===== src/rtl/etapa_decodificacion.sv =====
// RV32I decode stage (OP, OP-IMM, LUI) with a one-entry valid/ready output register.
// Optional handoff counters are enabled by defining DECOD_CONTADORES_EN.
module etapa_decodificacion (
  input  logic        clk,
  input  logic        rst,
  input  logic [31:0] instruccion,
  input  logic        valido_in,
  output logic        listo_in,
  input  logic        flush,
  output logic        valido_out,
  input  logic        listo_out,
  output logic [3:0]  operacion,
  output logic [4:0]  rs1,
  output logic [4:0]  rs2,
  output logic [4:0]  rd,
  output logic [31:0] inmediato,
  output logic        usa_inmediato,
  output logic        escribe_reg,
  output logic        ilegal
`ifdef DECOD_CONTADORES_EN
  ,
  output logic [31:0] cont_instr,
  output logic [15:0] cont_ilegal
`endif
);

  localparam logic [6:0] OPC_OP     = 7'b0110011;
  localparam logic [6:0] OPC_OP_IMM = 7'b0010011;
  localparam logic [6:0] OPC_LUI    = 7'b0110111;

  logic [2:0]  funct3_p0;
  logic [6:0]  funct7_p0;
  logic [3:0]  op_p0;
  logic [4:0]  rs1_p0, rs2_p0, rd_p0;
  logic [31:0] imm_p0;
  logic        usa_imm_p0, escribe_p0, ilegal_p0;
  logic        carga;

  // Stage p0: combinational decode of the incoming word
  always_comb begin
    funct3_p0  = instruccion[14:12];
    funct7_p0  = instruccion[31:25];
    rs1_p0     = instruccion[19:15];
    rs2_p0     = instruccion[24:20];
    rd_p0      = instruccion[11:7];
    op_p0      = 4'b0000;
    imm_p0     = 32'd0;
    usa_imm_p0 = 1'b0;
    ilegal_p0  = 1'b1;
    case (instruccion[6:0])
      OPC_OP: begin
        if (funct7_p0 == 7'b0000000 ||
            (funct7_p0 == 7'b0100000 && (funct3_p0 == 3'b000 || funct3_p0 == 3'b101))) begin
          ilegal_p0 = 1'b0;
          op_p0     = {funct7_p0[5], funct3_p0};
        end
      end
      OPC_OP_IMM: begin
        case (funct3_p0)
          3'b001: begin
            if (funct7_p0 == 7'b0000000) begin
              ilegal_p0 = 1'b0;
              op_p0     = 4'b0001;
              imm_p0    = {27'd0, instruccion[24:20]};
            end
          end
          3'b101: begin
            if (funct7_p0 == 7'b0000000 || funct7_p0 == 7'b0100000) begin
              ilegal_p0 = 1'b0;
              op_p0     = {instruccion[30], 3'b101};
              imm_p0    = {27'd0, instruccion[24:20]};
            end
          end
          default: begin
            ilegal_p0 = 1'b0;
            op_p0     = {1'b0, funct3_p0};
            imm_p0    = {{20{instruccion[31]}}, instruccion[31:20]};
          end
        endcase
        // rs2 only reads as zero when the immediate form is actually accepted
        if (!ilegal_p0) begin
          usa_imm_p0 = 1'b1;
          rs2_p0     = 5'd0;
        end
      end
      OPC_LUI: begin
        ilegal_p0  = 1'b0;
        rs1_p0     = 5'd0;
        rs2_p0     = 5'd0;
        usa_imm_p0 = 1'b1;
        imm_p0     = {instruccion[31:12], 12'h000};
      end
      default: ;
    endcase
    escribe_p0 = !ilegal_p0 && (rd_p0 != 5'd0);
  end

  assign listo_in = !rst && (!valido_out || listo_out || flush);
  assign carga    = valido_in && listo_in;

  // Stage p1: output register; flush drops the entry but leaves data untouched
  always_ff @(posedge clk or posedge rst) begin
    if (rst) begin
      valido_out    <= 1'b0;
      operacion     <= 4'b0000;
      rs1           <= 5'd0;
      rs2           <= 5'd0;
      rd            <= 5'd0;
      inmediato     <= 32'd0;
      usa_inmediato <= 1'b0;
      escribe_reg   <= 1'b0;
      ilegal        <= 1'b0;
    end else begin
      if (flush)          valido_out <= 1'b0;
      else if (carga)     valido_out <= 1'b1;
      else if (listo_out) valido_out <= 1'b0;
      if (carga && !flush) begin
        operacion     <= op_p0;
        rs1           <= rs1_p0;
        rs2           <= rs2_p0;
        rd            <= rd_p0;
        inmediato     <= imm_p0;
        usa_inmediato <= usa_imm_p0;
        escribe_reg   <= escribe_p0;
        ilegal        <= ilegal_p0;
      end
    end
  end

`ifdef DECOD_CONTADORES_EN
  always_ff @(posedge clk or posedge rst) begin
    if (rst) begin
      cont_instr  <= 32'd0;
      cont_ilegal <= 16'd0;
    end else if (valido_out && listo_out) begin
      cont_instr <= cont_instr + 32'd1;
      if (ilegal) cont_ilegal <= cont_ilegal + 16'd1;
    end
  end
`endif

endmodule


===== config.mk =====
export PLATFORM = sky130hd
export DESIGN_NAME = etapa_decodificacion
export DESIGN_NICKNAME = d
export VERILOG_FILES = /design/src/rtl/etapa_decodificacion.sv
export SDC_FILE = /design/constraint.sdc
export NUM_CORES = 1
export LEC_CHECK = 0
export BUFFER_PORTS_ARGS = -buffer_cell sky130_fd_sc_hd__buf_2
export CAP_MARGIN = 40
export CORE_MARGIN = 3
export CORE_UTILIZATION = 52
export CTS_CLUSTER_SIZE = 24
export DETAILED_ROUTE_END_ITERATION = 10
export GPL_ROUTABILITY_DRIVEN = 1
export HOLD_SLACK_MARGIN = 0.05
export PLACE_DENSITY = 0.84
export REMOVE_ABC_BUFFERS = 1
export SLEW_MARGIN = 15
export SYNTH_ARGS = -nofsm -noshare
export SYNTH_HDL_FRONTEND = slang
export SYNTH_SLANG_ARGS = --single-unit

===== constraint.sdc =====
create_clock -name clk -period 4.2 [get_ports clk]
set_input_delay 0.21 -clock clk [delete_from_list [all_inputs] [get_ports clk]]
set_output_delay 0.21 -clock clk [all_outputs]
set_load 0.02 [all_outputs]

## Yosys cells after proc, flatten, opt, wreduce, memory -nomap -nowiden

Index checks and enable logic that the tools add are counted.
W data, S select, Z words.

| word-level totals | value |
|---|---|
| bits in read-only memories | 0 |
| memories | 0 |
| output and inout bits | 56 |
| bits in writable memories | 0 |
| logic and storage cells | 56 |
| register bits | 55 |
| bits in latches | 0 |

| cells by class | value |
|---|---|
| magnitude comparators | 0 |
| add/sub/neg operators | 0 |
| bitwise operators | 0 |
| shift operators | 0 |
| muxes and demuxes | 23 |
| reduce and logical (&&, ||, !) cells | 18 |
| divide/modulo/power cells | 0 |
| equal/unequal tests | 6 |
| $mul | 0 |

Operator list:

| cell | number |
|---|---|
| $pmux W32 S2 | 2 |
| $eq A7 B6 Y1 const B | 3 |
| $mux W5 | 4 |
| $pmux W4 S2 | 2 |
| $pmux W5 S2 | 1 |
| $mux W1 | 9 |
| $mux W4 | 2 |
| $eq A7 B5 Y1 const B | 1 |
| $logic_not A7 Y1 | 1 |
| $logic_and A1 B1 Y1 | 5 |
| $logic_or A1 B1 Y1 | 5 |
| $reduce_bool A5 Y1 | 1 |
| $logic_not A1 Y1 | 4 |
| $pmux W1 S2 | 2 |
| $eq A3 B1 Y1 const B | 1 |
| $eq A3 B3 Y1 const B | 1 |
| $logic_not A3 Y1 | 1 |
| $pmux W1 S3 | 1 |
| $reduce_bool A3 Y1 | 1 |

## Logic depth before layout (Yosys ltp)

Gate-level depths: netlist (run 1).

| depth | value |
|---|---|
| depth after elaboration | 8 |
| depth in mapped cells | 7 |

## Least setup slack after synthesis (run 1)

No wires, ideal clock.

| timing | value |
|---|---|
| path kind | reg-to-reg |
| from | register valido_out |
| to | register usa_inmediato |
| buffers on the path | 2 |
| arrival | 1.356 ns |
| data required time | 4.072 ns |
| stages on the path, launching flop included | 6 |
| setup time | 0.128 ns |
| slack | 2.717 ns |
| cell sequence | dfrtp_1 > nand2b_1 > and3_1 > clkbuf_1 > buf_2 > mux2_1 |

| on the way | value |
|---|---|
| cells in the longest elaborated chain, start to end | 6 |

Ends and longest elaborated chain:

| element | line | RTL |
|---|---|---|
| start: declaration | 10 | `output logic valido_out,` |
| start signal: assignment | 104 | `valido_out <= 1'b0;` |
| start signal: assignment | 114 | `if (flush) valido_out <= 1'b0;` |
| start signal: assignment | 115 | `else if (carga) valido_out <= 1'b1;` |
| $logic_not A1 Y1 | 98 | `assign listo_in = !rst && (!valido_out \|\| listo_out \|\| flush);` |
| $logic_or A1 B1 Y1 (2 in series) | 98 |  |
| $logic_and A1 B1 Y1 | 98 |  |
| $logic_and A1 B1 Y1 | 99 | `assign carga = valido_in && listo_in;` |
| $logic_and A1 B1 Y1 | 117 | `if (carga && !flush) begin` |
| end signal: assignment | 123 | `usa_inmediato <= usa_imm_p0;` |
| end: declaration | 17 | `output logic usa_inmediato,` |

No other way between the ends.
A chain may end at the register's enable or synchronous reset.

## Worst setup path after layout (run 1)

| timing | value |
|---|---|
| from | input port rst |
| to | register usa_inmediato |

| on the way | value |
|---|---|
| cells in the longest elaborated chain, start to end | 4 |

Ends and longest elaborated chain:

| element | line | RTL |
|---|---|---|
| start: declaration | 5 | `input logic rst,` |
| $logic_not A1 Y1 (no source line) | - |  |
| $logic_and A1 B1 Y1 | 98 |  |
| $logic_and A1 B1 Y1 | 99 |  |
| $logic_and A1 B1 Y1 | 117 |  |

No other way between the ends.

==> impl_results.md, run 1 <==
- Status: finished clean
- Die footprint: 0.00546 mm²
- Die H: 73.9 µm
- Max Cap Viol: 0
- Starting DRT DRC Count: 207
- Bufs on Longest Clock Path: 2
- Setup Fix Bufs, Post-CTS: 0
- Sequential share of the synthesized area: 0.575
- Crit path time final: 2.29 ns
- Actual slew at the worst max-slew pin: 0.903 ns
- Ys Warns: 0
- Initial Util: 0.543
- Synth top area share: 0.575
- WP buf/inv: 3
- Worst setup EP type: flop
- Number of global-route vias before repair: 1999
- Top post-synthesis cells by count: nand2_1, dfrtp_1, nor2_1, a21oi_1, o21ai_0
- Internal power contribution: 861 µW
- Final setup viols: 0
- Mapped cell area: 0.00239 mm²
- Ant. Diodes: 0
- Yosys cell types: 36
- Port Buffers: 92
- Pre-Repair DR Iteration Count: 4
- Cts bufs inserted: 5
- Largest net degree at the start of global routing: 39
- Max transition margin: 0.398
- CTS tree: built
- Crit. path cell count: 6
- Clock skew: 0.00479 ns
- Wire length of the first global-routing pass: 9.44 mm
- Cells after synthesis: 254
- Htree depth: 2
- Critical Path RT: 4.40 ns
- Crit-path max FO: 24
- #FFs+latches synth: 55
- Reg with most FFs: inmediato
- WP data arrival: 2.50 ns
- Total grt overflow: 0
- Layout cells sized above 1: 0.327
- WL final: 5.74 mm
- Max FFs per register: 32
- Power per cell area: 409 mW/mm²
- Lkg Pwr: 1.53 nW
- GRT Util Overall: 0.227
- Hold WC Path Type: input port to flop
- Layout area overhead: 27.0%
- Worst R2R End: usa_inmediato
- Top delay family on crit path: buffers and inverters
- Maximum achievable frequency: 436 MHz
- FF-to-FF path depth: 4
- Layout Nets: 382
- Max Slew Vio Count: 0
- Worst Setup EP: usa_inmediato
- Post-DP Area: 0.00292 mm²
- Post-route cell area: 0.00304 mm²
- Switching Fraction: 0.308
- Comb pwr share: 0.215
- IO Pins: 93
- CTS sink cnt: 55
- Share of power burned in registers: 0.500
- Vias/cell: 5.34
- Primary FF master, synth: dfrtp_1
- Avg Cell Area, Syn: 9.43 µm²
- Reg2reg start: valido_out
- Worst setup path startpoint: rst
- Clk pin slew, worst setup/hold paths: 0.10 ns
- Sw Pwr: 383 µW
- Setup CP Type: input port to flop
- Slowest cell on the critical path: and3_1
- Wire length per cell: 14.4 µm
- Final setup TNS: 0 ns
- Count leader, synth: nand2_1
- Flop2flop setup slack: 2.11 ns
- Largest cells by area after synthesis: dfrtp_1, nand2_1, a21oi_1
- Routed vias: 2126
- Initial antenna violation count: 0
- Post-CTS Hold Buffers: 1
- Post-synth EDFFs: 0
- Skew-Pair Late Insertion Delay: 0.31 ns
- RSZ-0062 raised after global routing: no
- Crit path cell chain: dlygate4sd3_1 > buf_2 > nor2_1 > and3_1 > buf_4 > mux2_1
- Rows: 24
- DP HPWL: 4.19 mm
- FFs w/ async S/R, synth: 1.00
- Area leader, netlist: dfrtp_1
- Post_cts resized: 0
- Post-route ant nets: 0
- Final worst path period share: 0.546
- GPL Wtd Cong: 0.843
- Endpoints failing hold: 0
- Clock power share: 0.286
- CTS root buffer: clkbuf_8
- Die outline width: 73.9 µm
- CP startpoint kind: input port
- DR DRC count: 0
- Core Region: 0.00441 mm²
- Peak VDD IR: 216 µV
- Max incr delay on CP: 0.77 ns
-- cell families after synthesis --
kind of cell,Yosys count,synth area share
AO/OA/AOI/OAI,59,0.153
multiplexers,2,0.00888
flip-flops,55,0.575
XOR/XNOR,1,0.00366
AND/OR/NAND/NOR,119,0.229
buffers and inverters,18,0.0313
-- cells in the final DEF (no fill, tap or decap), types with 2 or more instances in the layout --
cell type and n:
and2_1 2, inv_1 3, buf_4 3, nand2b_1 5, clkbuf_8 5, nor2_1 28
a21oi_1 22, a31oi_1 3, o21ai_0 19, buf_2 92, and3_1 2, o41ai_1 2
nand2_1 67, dfrtp_1 55, a22o_1 6, nand3_1 3
-- power groups by stage --
| stage | Sequential (mW) | Combinational, mW | Clock [mW] |
|---|---|---|---|
| floorplan | 0.706 | 0.0774 | 0 |
| global placement | 0.632 | 0.261 | 0 |
| detailed placement | 0.632 | 0.269 | 0 |
| CTS | 0.622 | 0.270 | 0.359 |
| global route | 0.629 | 0.296 | 0.383 |
| finish | 0.622 | 0.267 | 0.355 |
-- layer usage --
layer  GRT usage  vias up  share of wire
li1            -     1038              -
met1       0.311     1003           0.45
met2       0.360       80           0.47
met3      0.0506        5          0.069
met4      0.0724        0          0.011
met5           0        -              0
-- stage by stage --
step,setup WS [ns],power [mW],hold slack (ns),cells,utilization
global route,1.84,1.31,0.0938,398,0.689
detailed placement,2.14,0.901,0.250,389,0.662
global placement,2.19,0.892,0.412,387,0.654
floorplan,1.56,0.783,0.315,240,-
CTS,1.97,1.25,0.0872,398,0.689
finish,1.91,1.24,0.0919,398,0.689
-- worst min path at each step --
stage | slack (ns) | startpoint | cells past startpoint | end
floorplan | 0.32 | instruccion[7] | 2 | rd[0]
global placement | 0.41 | instruccion[10] | 3 | rd[3]
detailed placement | 0.25 | rst | 2 | valido_out
CTS | 0.09 | instruccion[10] | 3 | rd[3]
global route | 0.09 | instruccion[11] | 3 | rd[4]
finish | 0.09 | instruccion[10] | 3 | rd[3]
-- layout make-up --
type	instances	area, µm²
fillers	375	1370
clock buffers	6	72.6
inverters	4	15.0
repair buffers	98	524
clock inverters	2	38.8
well taps	52	65.1
flip-flops and latches	55	1380
multi-input cells	181	950
-- worst reg2reg max path: stages, from the launching register on --
cell and delay [ns]:
dfrtp_1 0.38, nand2b_1 0.13, and3_1 0.77, buf_4 0.37, mux2_1 0.34
(Power assumes the default switching activity.)
==> run 2: changes to the inputs <==
Settings changed: CORE_UTILIZATION 52 to 48, PLACE_DENSITY 0.84 to 0.79.
Clock period 4.2 ns to 2.3 ns, I/O delays scaled along.
==> impl_results.md, run 2 (synthesis results as in run 1) <==
- Slowest cell on the critical path: dlygate4sd3_1
- Number of global-route vias before repair: 2242 (+12%)
- Final setup TNS: 0 ns (unchanged)
- Max incr delay on CP: 0.53 ns (-0.24 ns)
- Vias/cell: 5.17 (-3.3%)
- CTS sink cnt: 55 (unchanged)
- Crit path time final: 1.81 ns
- Die footprint: 0.00587 mm² (+7.7%)
- Critical Path RT: 2.54 ns (-1.86 ns)
- Most frequent cells in the layout: buf_2, nand2_1, dfrtp_1, nor2_1, a21oi_1
- Wire length of the first global-routing pass: 10.4 mm (+9.9%)
- Initial Util: 0.500 (-0.0421)
- Setup Fix Bufs, Post-CTS: 0 (unchanged)
- Post-DP Area: 0.00294 mm² (+0.73%)
- Wire length per cell: 14.4 µm (+0.13%)
- Clk pin slew, worst setup/hold paths: 0.10 ns (about the same)
- Layout cells sized above 1: 0.315 (-0.0114)
- Setup CP Type: input port to flop
- Clock skew: 0.00306 ns (-0.00173 ns)
- Max Slew Vio Count: 0 (unchanged)
- Initial antenna violation count: 0 (unchanged)
- Rows: 25 (+4.2%)
- Reg with most FFs: inmediato
- RSZ-0062 raised after global routing: no
- Die H: 76.6 µm (+3.8%)
- Final worst path period share: 0.789
- Post-route core utilization: 0.684 (-0.00514)
- Actual slew at the worst max-slew pin: 0.671 ns (-0.232 ns)
- Maximum achievable frequency: 551 MHz
- Hold WC Path Type: input port to flop
- CTS root buffer: clkbuf_8
- Post-route ant nets: 0 (unchanged)
- IO Pins: 93 (unchanged)
- CTS tree: built
- Crit path cell chain: dlygate4sd3_1 > buf_2 > nor4_1 > a31oi_1 > nand2b_1 > a31oi_1
- Hold depth: 2 (-1)
- GPL Wtd Cong: 0.897 (+6.4%)
- Most used cell along the critical path: a31oi_1
- DP HPWL: 4.20 mm (+0.40%)
- Worst Hold Path EP: inmediato[5]
- Power per cell area: 714 mW/mm² (+75%)
- DR DRC count: 0 (unchanged)
- Lkg Pwr: 1.63 nW (+6.2%)
- Pre-Repair DR Iteration Count: 4 (unchanged)
- Layout Nets: 404 (+5.8%)
- Worst R2R End: inmediato[10]
- Starting DRT DRC Count: 117 (-43%)
- Routed vias: 2248 (+5.7%)
- CP startpoint kind: input port
- Commonest non-fill, non-tap cell in the layout: buf_2
- Bufs on Longest Clock Path: 2 (unchanged)
- Htree depth: 2 (unchanged)
- Reg2reg start: valido_out
- Core Region: 0.00479 mm² (+8.4%)
- Cts bufs inserted: 5 (unchanged)
- Min-delay src: instruccion[25]
- Peak VDD IR: 386 µV (+79%)
- Final setup viols: 0 (unchanged)
- Endpoints failing hold: 0 (unchanged)
- Port Buffers: 92 (unchanged)
- WHS: 0.0593 ns (-0.0326 ns)
- Max Cap Viol: 0 (unchanged)
- Flop2flop setup slack: 0.77 ns (-1.34 ns)
- Crit-path max FO: 6 (-75%)
- Status: finished clean
- Max FFs per register: 32 (unchanged)
- WL final: 6.28 mm (+9.4%)
- Die outline width: 76.6 µm (+3.8%)
- Total grt overflow: 0 (unchanged)
- WP data arrival: 2.05 ns (-0.45 ns)
- FF-to-FF path depth: 5 (+1)
- Worst setup EP type: flop
- Skew-Pair Late Insertion Delay: 0.31 ns (about the same)
- Layout area overhead: 36.7%
- Post-route cell area: 0.00327 mm² (+7.6%)
- Max transition margin: 0.552 (+0.155)
- Ant. Diodes: 0 (unchanged)
- GRT Util Overall: 0.221 (-0.00686)
- Largest net degree at the start of global routing: 56 (+44%)
run 2: per-stage QoR:
stage	std cells	total power [mW]	setup WS, ns
4_1_cts	435	2.36	0.515
3_3_place_gp	405	1.63	0.622
6_report	435	2.34	0.486
3_5_place_dp	406	1.65	0.740
5_1_grt	435	2.45	0.301
2_1_floorplan	240	1.43	-0.340
run 2: critical path: cells and delay by family:
family / cells / cell delay (ns)
AO/OA/AOI/OAI: 2 / 0.52
AND/OR/NAND/NOR: 2 / 0.75
buffers and inverters: 2 / 0.67
run 2: layout make-up:
type | count | area, µm²
clock buffers | 6 | 82.6
clock inverters | 2 | 38.8
fillers | 392 | 1510
inverters | 4 | 15.0
multi-input cells | 181 | 950
flip-flops and latches | 55 | 1380
well taps | 67 | 83.8
repair buffers | 120 | 727
run 2: per-layer routing:
metal | part of all wire | GRT usage | vias up
met5 | 0 | 0 | -
li1 | - | - | 1084
met4 | 0.014 | 0.0761 | 0
met2 | 0.49 | 0.376 | 89
met3 | 0.065 | 0.0473 | 10
met1 | 0.43 | 0.278 | 1065
run 2: repair_timing:
action,CTS,global route
hold endpoints to repair,80,0
gates resized for setup,0,0
hold buffers,21,0
run 2: where the power goes:
part | switching (mW) | total [mW] | internal, mW
Combinational | 0.331 | 0.519 | 0.189
Clock | 0.323 | 0.681 | 0.358
Sequential | 0.0602 | 1.14 | 1.08
run 2: worst max path at each step:
stage	start	endpoint	slack (ns)	depth (start not counted)
after floorplan	valido_out	inmediato[30]	-0.34	4
after global placement	valido_out	inmediato[30]	0.62	4
after detailed placement	instruccion[29]	inmediato[3]	0.74	5
after CTS	instruccion[29]	inmediato[3]	0.51	6
after global routing	instruccion[29]	operacion[0]	0.30	6
final	instruccion[29]	operacion[0]	0.49	6
